## config.mk

```make
export PLATFORM = sky130hd
export DESIGN_NAME = s2_hazard_ctrl_flat
export DESIGN_NICKNAME = d
export VERILOG_FILES = /design/src/rtl/s2_hazard_ctrl_if.sv /design/src/rtl/s2_hazard_ctrl.sv /design/src/flat_wrapper.sv
export SDC_FILE = /design/constraint.sdc
export NUM_CORES = 1
export LEC_CHECK = 0
export CORE_MARGIN = 8
export CORE_UTILIZATION = 35
export DETAILED_ROUTE_END_ITERATION = 12
export PLACE_DENSITY = 0.7
export SYNTH_ARGS = -nofsm -noshare
export SYNTH_HDL_FRONTEND = slang
export SYNTH_SLANG_ARGS = --single-unit
```

## constraint.sdc

```tcl
create_clock -name clk -period 1.9 [get_ports clk]
set_input_delay 0.19 -clock clk [delete_from_list [all_inputs] [get_ports clk]]
set_output_delay 0.19 -clock clk [all_outputs]
set_load 0.05 [all_outputs]
```

## src/rtl/s2_hazard_ctrl_if.sv

```systemverilog
// S1-to-controller bundle for the S2 hazard controller: S1 instruction operands,
// pipeline kill/freeze requests, and the resulting stall/bubble/freeze controls.
interface s2_hazard_ctrl_if;
    logic [4:0]  S1_ReadSel1;
    logic [4:0]  S1_ReadSel2;
    logic        S1_Uses1;
    logic        S1_Uses2;
    logic [4:0]  S1_WriteSelect;
    logic        S1_WriteEnable;
    logic        S1_valid;
    logic        flush;
    logic        mem_wait;

    logic        stall;
    logic        bubble;
    logic        freeze;
    logic        S2_WriteEnable_gated;
    logic [1:0]  ctrl_state;
    logic [15:0] stall_count;

    // Pipeline side: presents the S1 instruction, consumes the hazard controls.
    modport master (
        output S1_ReadSel1, S1_ReadSel2, S1_Uses1, S1_Uses2,
               S1_WriteSelect, S1_WriteEnable, S1_valid, flush, mem_wait,
        input  stall, bubble, freeze, S2_WriteEnable_gated, ctrl_state, stall_count
    );

    // Controller side.
    modport slave (
        input  S1_ReadSel1, S1_ReadSel2, S1_Uses1, S1_Uses2,
               S1_WriteSelect, S1_WriteEnable, S1_valid, flush, mem_wait,
        output stall, bubble, freeze, S2_WriteEnable_gated, ctrl_state, stall_count
    );
endinterface

```

## src/rtl/s2_hazard_ctrl.sv

```systemverilog
// Interlock controller for a 3-stage pipeline without forwarding: tracks S2/S3 writers
// and stalls S1 on RAW hazards. Define HAZARD_STATS_EN to enable the stall_count statistic.
module s2_hazard_ctrl (
    input logic                clk,
    input logic                rst,
    s2_hazard_ctrl_if.slave    bus
);

    typedef enum logic [1:0] {
        RUN    = 2'b00,
        STALL  = 2'b01,
        FREEZE = 2'b10
    } state_t;

    state_t     state;
    logic [4:0] sh2_ws;
    logic       sh2_we;
    logic [4:0] sh3_ws;
    logic       sh3_we;

    logic       match1;
    logic       match2;
    logic       hazard;
    logic       bubble;

    // Register 0 is hardwired, so a pending write to it never blocks a reader.
    function automatic logic reg_match(input logic [4:0] r,
                                       input logic [4:0] s2_ws, input logic s2_we,
                                       input logic [4:0] s3_ws, input logic s3_we);
        return (r != 5'd0) && ((s2_we && (s2_ws == r)) || (s3_we && (s3_ws == r)));
    endfunction

    // NOTE: every signal written in always_comb gets a value on every path, so no latch is inferred.
    always_comb begin
        match1 = reg_match(bus.S1_ReadSel1, sh2_ws, sh2_we, sh3_ws, sh3_we);
        match2 = reg_match(bus.S1_ReadSel2, sh2_ws, sh2_we, sh3_ws, sh3_we);
        hazard = bus.S1_valid & ~bus.flush &
                 ((bus.S1_Uses1 & match1) | (bus.S1_Uses2 & match2));
        bubble = ~bus.mem_wait & (hazard | bus.flush);
    end

    assign bus.freeze               = bus.mem_wait;
    assign bus.stall                = hazard | bus.mem_wait;
    assign bus.bubble               = bubble;
    assign bus.S2_WriteEnable_gated = bus.S1_WriteEnable & ~bubble;
    assign bus.ctrl_state           = state;

    // NOTE: state registers use non-blocking assignments so every flop samples pre-edge values.
    always_ff @(posedge clk) begin
        if (!rst) begin
            sh2_ws <= 5'd0;
            sh2_we <= 1'b0;
            sh3_ws <= 5'd0;
            sh3_we <= 1'b0;
            state  <= RUN;
        end else begin
            // A frozen pipeline keeps its producers in place, so the shadows must hold too.
            if (!bus.mem_wait) begin
                sh3_ws <= sh2_ws;
                sh3_we <= sh2_we;
                sh2_ws <= bus.S1_WriteSelect;
                sh2_we <= bus.S1_WriteEnable & ~bubble & bus.S1_valid;
            end
            if (bus.mem_wait)
                state <= FREEZE;
            else if (hazard)
                state <= STALL;
            else
                state <= RUN;
        end
    end

`ifdef HAZARD_STATS_EN
    logic [15:0] stall_count_q;

    always_ff @(posedge clk) begin
        if (!rst)
            stall_count_q <= 16'd0;
        else if ((bus.ctrl_state == STALL) && (stall_count_q != 16'hFFFF))
            stall_count_q <= stall_count_q + 16'd1;
    end

    assign bus.stall_count = stall_count_q;
`else
    assign bus.stall_count = 16'd0;
`endif

endmodule

```

## src/flat_wrapper.sv

```systemverilog
// flat-port wrapper written by rule: the top's interface ports become plain ports
module s2_hazard_ctrl_flat 
  (clk, rst, bus_S1_ReadSel1, bus_S1_ReadSel2, bus_S1_Uses1, bus_S1_Uses2, bus_S1_WriteSelect, bus_S1_WriteEnable, bus_S1_valid, bus_flush, bus_mem_wait, bus_stall, bus_bubble, bus_freeze, bus_S2_WriteEnable_gated, bus_ctrl_state, bus_stall_count);
  s2_hazard_ctrl_if bus_i ();
  input logic clk;
  input logic rst;
  input wire logic [$bits(bus_i.S1_ReadSel1)-1:0] bus_S1_ReadSel1;
  input wire logic [$bits(bus_i.S1_ReadSel2)-1:0] bus_S1_ReadSel2;
  input wire logic [$bits(bus_i.S1_Uses1)-1:0] bus_S1_Uses1;
  input wire logic [$bits(bus_i.S1_Uses2)-1:0] bus_S1_Uses2;
  input wire logic [$bits(bus_i.S1_WriteSelect)-1:0] bus_S1_WriteSelect;
  input wire logic [$bits(bus_i.S1_WriteEnable)-1:0] bus_S1_WriteEnable;
  input wire logic [$bits(bus_i.S1_valid)-1:0] bus_S1_valid;
  input wire logic [$bits(bus_i.flush)-1:0] bus_flush;
  input wire logic [$bits(bus_i.mem_wait)-1:0] bus_mem_wait;
  output wire logic [$bits(bus_i.stall)-1:0] bus_stall;
  output wire logic [$bits(bus_i.bubble)-1:0] bus_bubble;
  output wire logic [$bits(bus_i.freeze)-1:0] bus_freeze;
  output wire logic [$bits(bus_i.S2_WriteEnable_gated)-1:0] bus_S2_WriteEnable_gated;
  output wire logic [$bits(bus_i.ctrl_state)-1:0] bus_ctrl_state;
  output wire logic [$bits(bus_i.stall_count)-1:0] bus_stall_count;
  assign bus_i.S1_ReadSel1 = bus_S1_ReadSel1;
  assign bus_i.S1_ReadSel2 = bus_S1_ReadSel2;
  assign bus_i.S1_Uses1 = bus_S1_Uses1;
  assign bus_i.S1_Uses2 = bus_S1_Uses2;
  assign bus_i.S1_WriteSelect = bus_S1_WriteSelect;
  assign bus_i.S1_WriteEnable = bus_S1_WriteEnable;
  assign bus_i.S1_valid = bus_S1_valid;
  assign bus_i.flush = bus_flush;
  assign bus_i.mem_wait = bus_mem_wait;
  assign bus_stall = bus_i.stall;
  assign bus_bubble = bus_i.bubble;
  assign bus_freeze = bus_i.freeze;
  assign bus_S2_WriteEnable_gated = bus_i.S2_WriteEnable_gated;
  assign bus_ctrl_state = bus_i.ctrl_state;
  assign bus_stall_count = bus_i.stall_count;
  s2_hazard_ctrl u_core (.clk(clk), .rst(rst), .bus(bus_i));
endmodule
```

==> impl_metrics.ini <==
[synthesis]
synthTopCellsByArea = dfxtp_1, xor2_1, buf_4, mux2i_1, nor2b_1
syn_area_sq_um = 966
synth_top_cell_area_share_pct = 29.0
yosysTopAreaCell = dfxtp_1
yosysSeqAreaShare_pct = 29.0
yosysUniqueCellTypes = 26
synth_flop_cell = dfxtp_1
synth_edf_count = 0
syn_avg_cell_area_sq_um = 9.38
synth-seq-cells = 14
syn_inst = 103
async_flop_share_pct = 0
yosysWarningCount = 0

[die]
die_w_microns = 68.5
rows = 19
start_util_pct = 36.0
coreArea_sq_um = 2690
design.die.area_sq_um = 4700
io_pins = 45
die_y_microns = 68.5

[sta]
fmax_mhz = 461
setup_viol = 3
fin_skew_ns = 0.00859
drv_slew = 0
rsz0062_at_grt = yes
setup_slack_ns = -0.268
slew_headroom_pct = 65.2
hold_slack_ns = 0.511
tightest_slew_ns = 0.521
period_minus_slack_ns = 2.17
fin_crit_sh_pct = 114
hold_viol_final = 0
tns_ns = -0.722

[worst_setup_path]
critPathKind = input port to output pin
path_cells = clkdlybuf4s50_1, xor2_1, nor4_2, a32oi_2, o32ai_4, o21ba_2, buf_12
crit_required_ns = 1.71
crit_path_max_incr_delay_ns = 0.52
cp_max_fo = 4
cp.arrival_ns = 1.98
reg2reg_from = u_core.sh2_ws[4]
critPathCaptureType = output pin
reg2reg_depth = 7
crit_path_start_kind = input port
reg2reg_slack_ns = 0.08
cpMaxStageDelayCell = clkdlybuf4s50_1
rr_endpoint = u_core.bus.ctrl_state[0]

[finish]
seqCellArea_sq_um = 283
fillers = 256
final_cell_mix = buf_4, xor2_1, conb_1, clkdlybuf4s50_1, dfxtp_1
postLayoutCellArea_sq_um = 1510
area_growth_syn_to_layout_pct = 56.0
multi_input_area_sq_um = 677
fin_nets = 173
layout_commonest_cell = buf_4
n_antenna_cell = 0
drive_above_1_share_pct = 28.2

[drt]
route.detailed.drc = 0
drt_iter0_markers = 14
vias_per_cell = 4.51
routed-via-count = 811
first_pass_iters = 2
drt-wirelength-per-cell_microns = 14.8
wl_microns = 2670
ant_nets = 0

[run]
cap_violations = 0

[clock_network]
numCtsBuffers = 3
numClockSinks = 14
cts_buffer_depth = 2
cts_max_level = 1
clk_pin_slew_ns = 0.09
cts_tree = yes
cts_root_buf = clkbuf_4
insertion_delay_ns = 0.29

[power]
power.internal_mw = 0.545
pwr-share-clk_pct = 26.1
pwr-share-comb_pct = 35.2
p_sw_mw = 0.279
p_seq_share_pct = 38.7
p_sw_share_pct = 33.9
ir_drop_uv = 431
power_density_nw_per_um2 = 547
leakage_nw = 0.715

[min_path]
hold_depth = 3
hp-start = bus_S1_WriteSelect[0]
hp-class = input port to flop
hold_end = u_core.sh2_ws[0]

[global_routing]
antenna_found_initial = 0
grt_pass1_vias = 781
grt_pass1_wl_microns = 3550
grt_overflow = 0
grt_max_degree = 15
grtUsageTotal_pct = 10.2

[place]
gp_congestion = 0.761
pre_cts_ws_ns = -0.375
place_hpwl_microns = 2030
io_buffers = 28
post_dp_cell_area_sq_um = 1340

[outcome]
violations = setup timing
status = finished with violations
==> worst max-delay path, delay by kind of cell <==
| family | cells | cell delay (ns) |
|---|---|---|
| compound gates | 3 | 0.73 |
| buf+inv | 2 | 0.66 |
| xor+xnor | 1 | 0.20 |
| simple gates | 1 | 0.20 |
==> registers in the layout, indices dropped and copies added, names as in the netlist <==
register               count
u_core.sh3_ws              5
u_core.sh2_ws              5
u_core.bus.ctrl_state      2
u_core.sh3_we              1
u_core.sh2_we              1
==> timing repair <==
action | CTS | global route
setup endpoints to repair | 3 | 3
pin swaps | 2 | 8
hold buffers | 0 | 0
gates resized for setup | 6 | 16
buffers inserted | 2 | 4
cloned | 0 | 0
==> synth_stat cells, types with 3 or more instances <==
| cell | number |
|---|---|
| and2_1 | 3 |
| buf_4 | 17 |
| dfxtp_1 | 14 |
| mux2i_1 | 11 |
| nor2b_1 | 11 |
| nor4_1 | 3 |
| xnor2_1 | 4 |
| xor2_1 | 16 |
==> layer usage <==
metal,vias to the layer above,global-route usage (%),wire [microns]
met1,363,11.8,1080
met2,32,16.5,1280
met4,0,6.14,80
li1,408,-,-
met3,8,2.58,232
met5,-,0,0
==> per-stage QoR <==
| step | cells | util (%) | total power, mW |
|---|---|---|---|
| final | 180 | 56.1 | 0.824 |
| after floorplan | 118 | - | 0.511 |
| after CTS | 176 | 52.1 | 0.812 |
| after detailed placement | 170 | 50.0 | 0.599 |
| after global routing | 180 | 56.1 | 0.861 |
| after global placement | 170 | 50.0 | 0.595 |
==> power groups by stage <==
stage / clock (mW) / sequential [mW] / combinational [mW]
after floorplan: 0 / 0.327 / 0.185
after global placement: 0 / 0.324 / 0.270
after detailed placement: 0 / 0.325 / 0.273
after CTS: 0.220 / 0.318 / 0.274
after global routing: 0.234 / 0.320 / 0.307
final: 0.215 / 0.319 / 0.290
==> area by class of cell <==
cell class | instances | area share [%]
clock buffers | 4 | 2.41
multi-input cells | 84 | 44.9
flip-flops and latches | 14 | 18.8
well taps | 31 | 2.57
repair buffers | 47 | 31.3
==> worst max-delay path by stage <==
stage          slack (ns)          to               start
4_1_cts             -0.30  bus_bubble    u_core.sh2_ws[4]
6_report            -0.27  bus_bubble  bus_S1_ReadSel1[1]
2_1_floorplan        0.04   bus_stall    u_core.sh2_ws[4]
3_3_place_gp        -0.32  bus_bubble  bus_S1_ReadSel1[4]
3_5_place_dp        -0.37  bus_bubble  bus_S1_ReadSel1[4]
5_1_grt             -0.33   bus_stall    u_core.sh2_ws[4]
==> kinds of logic after synthesis <==
logic type	share of synthesized area, %
AOI/OAI and AO/OA	7.64
xor gates and xnor gates	18.1
buffers and inverters	14.5
DFF	29.0
muxes	11.4
other	0.388
and+or+nand+nor	18.9
Power figures use the tool's default switching activity.
==> RTL change, RTL diff (config.mk and constraints unchanged) <==
Add a define of `HAZARD_STATS_EN`.
--- a/src/rtl/s2_hazard_ctrl.sv
+++ b/src/rtl/s2_hazard_ctrl.sv
@@ -1,4 +1,6 @@
 // Interlock controller for a 3-stage pipeline without forwarding: tracks S2/S3 writers
 // and stalls S1 on RAW hazards. Define HAZARD_STATS_EN to enable the stall_count statistic.
+`define HAZARD_STATS_EN
+
 module s2_hazard_ctrl (
     input logic                clk,
Formal check against the unedited RTL: not equivalent (Yosys sat finds a counterexample within 4 cycles, from zero or initial values and one cycle with rst low).
==> RTL change against the original RTL <==
- global-route usage up 2.7 points
- routed wire length grew 52%
- area after synthesis increased by 62%
- register-to-register slack better by 0.03 ns
- sequential share of layout area rose by 8.4 points
- sequential cell count increased by 16
- setup slack improved by 0.34 ns
- power is 66% higher
- sequential power increased by 100%
- final area increased by 60%
- critical endpoint is now bus_S2_WriteEnable_gated
- largest power group unchanged
- highest routed layer unchanged
==> RTL change: results (changes against the original RTL) <==
pwr:
  p_sw_w: 0.000329  # +18%
  leakagePower_nw: 0.892  # +25%
  vdd_drop_max_uv: 311  # -28%
  seqPwrFrac: 0.477  # +0.090
  clk-power_w: 0.000507  # +140%
place:
  placement.io_buffers: 44  # +57%
  dpl.hpwl_mm: 3.19  # +57%
  gp_congestion: 0.864  # +13%
clock_network:
  htree_levels: 2  # +1
  cts_buffers: 5  # +2
  cts.clk_slew.worst_paths_ns: 0.06  # -0.03 ns
logic_synthesis:
  synth_area_leaders: "dfxtp_1 38%, xnor2_1 11%, mux2i_1 7.7%"
  synth_common_cells: "30 x dfxtp_1, 20 x nor2_1, 20 x xnor2_1"
  netlist_instances: 174  # +69%
  synth_compound_area_frac: 0.131  # +0.0542
  ys_types: 40  # +54%
  synth_fa_ha_area_frac: 0.00801  # +0.00801
  synth.mux.area_fraction: 0.0769  # -0.0371
  synth_xor_xnor_area_share: 0.151  # -0.0299
final_layout:
  finalNetCount: 263  # +52%
  n_fill_cell: 404  # +58%
  drive_gt1_frac: 0.318  # +0.0361
  finalCoreUtilization: 0.556  # -0.00465
min_path:
  hold_path_class: "reg -> reg"
  hold_depth: 2  # -1
detailed_routing:
  m1WireLength_mm: 1.77  # +65%
  wl_met3_um: 279  # +20%
  wl_per_cell_um: 13.9  # -6.1%
  drt_pre_antenna_iters: 4  # +2
  vias_per_cell: 5.04  # +12%
timing:
  maxSlewHeadroom: 0.658  # +0.00593
  clock_skew_ns: 0.00306  # -0.00554 ns
setup_path:
  arrival_ns: 1.64  # -0.34 ns
  slowest_stage: "dfxtp_2"
global_route:
  track_usage: 0.128  # +0.0265
  use_met1: 0.146  # +0.0287
  met2_usage: 0.214  # +0.0495
run_status:
  status: "completed"
## RTL change: what timing repair did
item / in CTS / in global routing
pin swaps: 11 / 9
gates resized for setup: 30 / 19
gates cloned: 0 / 0
endpoints found under the hold margin: 0 / 0
setup buffers: 1 / 0
endpoints found under the setup margin: 3 / 8
hold buffers: 0 / 0
## RTL change: worst paths after layout
check	from	endpoint	slack, ns
max	u_core.sh3_ws[3]	bus_S2_WriteEnable_gated	0.07
min	u_core.bus.stall_count[6]	u_core.bus.stall_count[6]	0.50
max reg2reg	u_core.bus.stall_count[1]	u_core.bus.stall_count[7]	0.11
min reg2reg	u_core.bus.stall_count[6]	u_core.bus.stall_count[6]	0.50
## RTL change: layout make-up
| type | instances | share of cell area |
|---|---|---|
| Timing Repair Buffer | 65 | 0.245 |
| Sequential cell | 30 | 0.272 |
| Inverter | 2 | 0.00312 |
| Tap cell | 52 | 0.0271 |
| Clock buffer | 7 | 0.0359 |
| Multi-Input combinational cell | 135 | 0.418 |
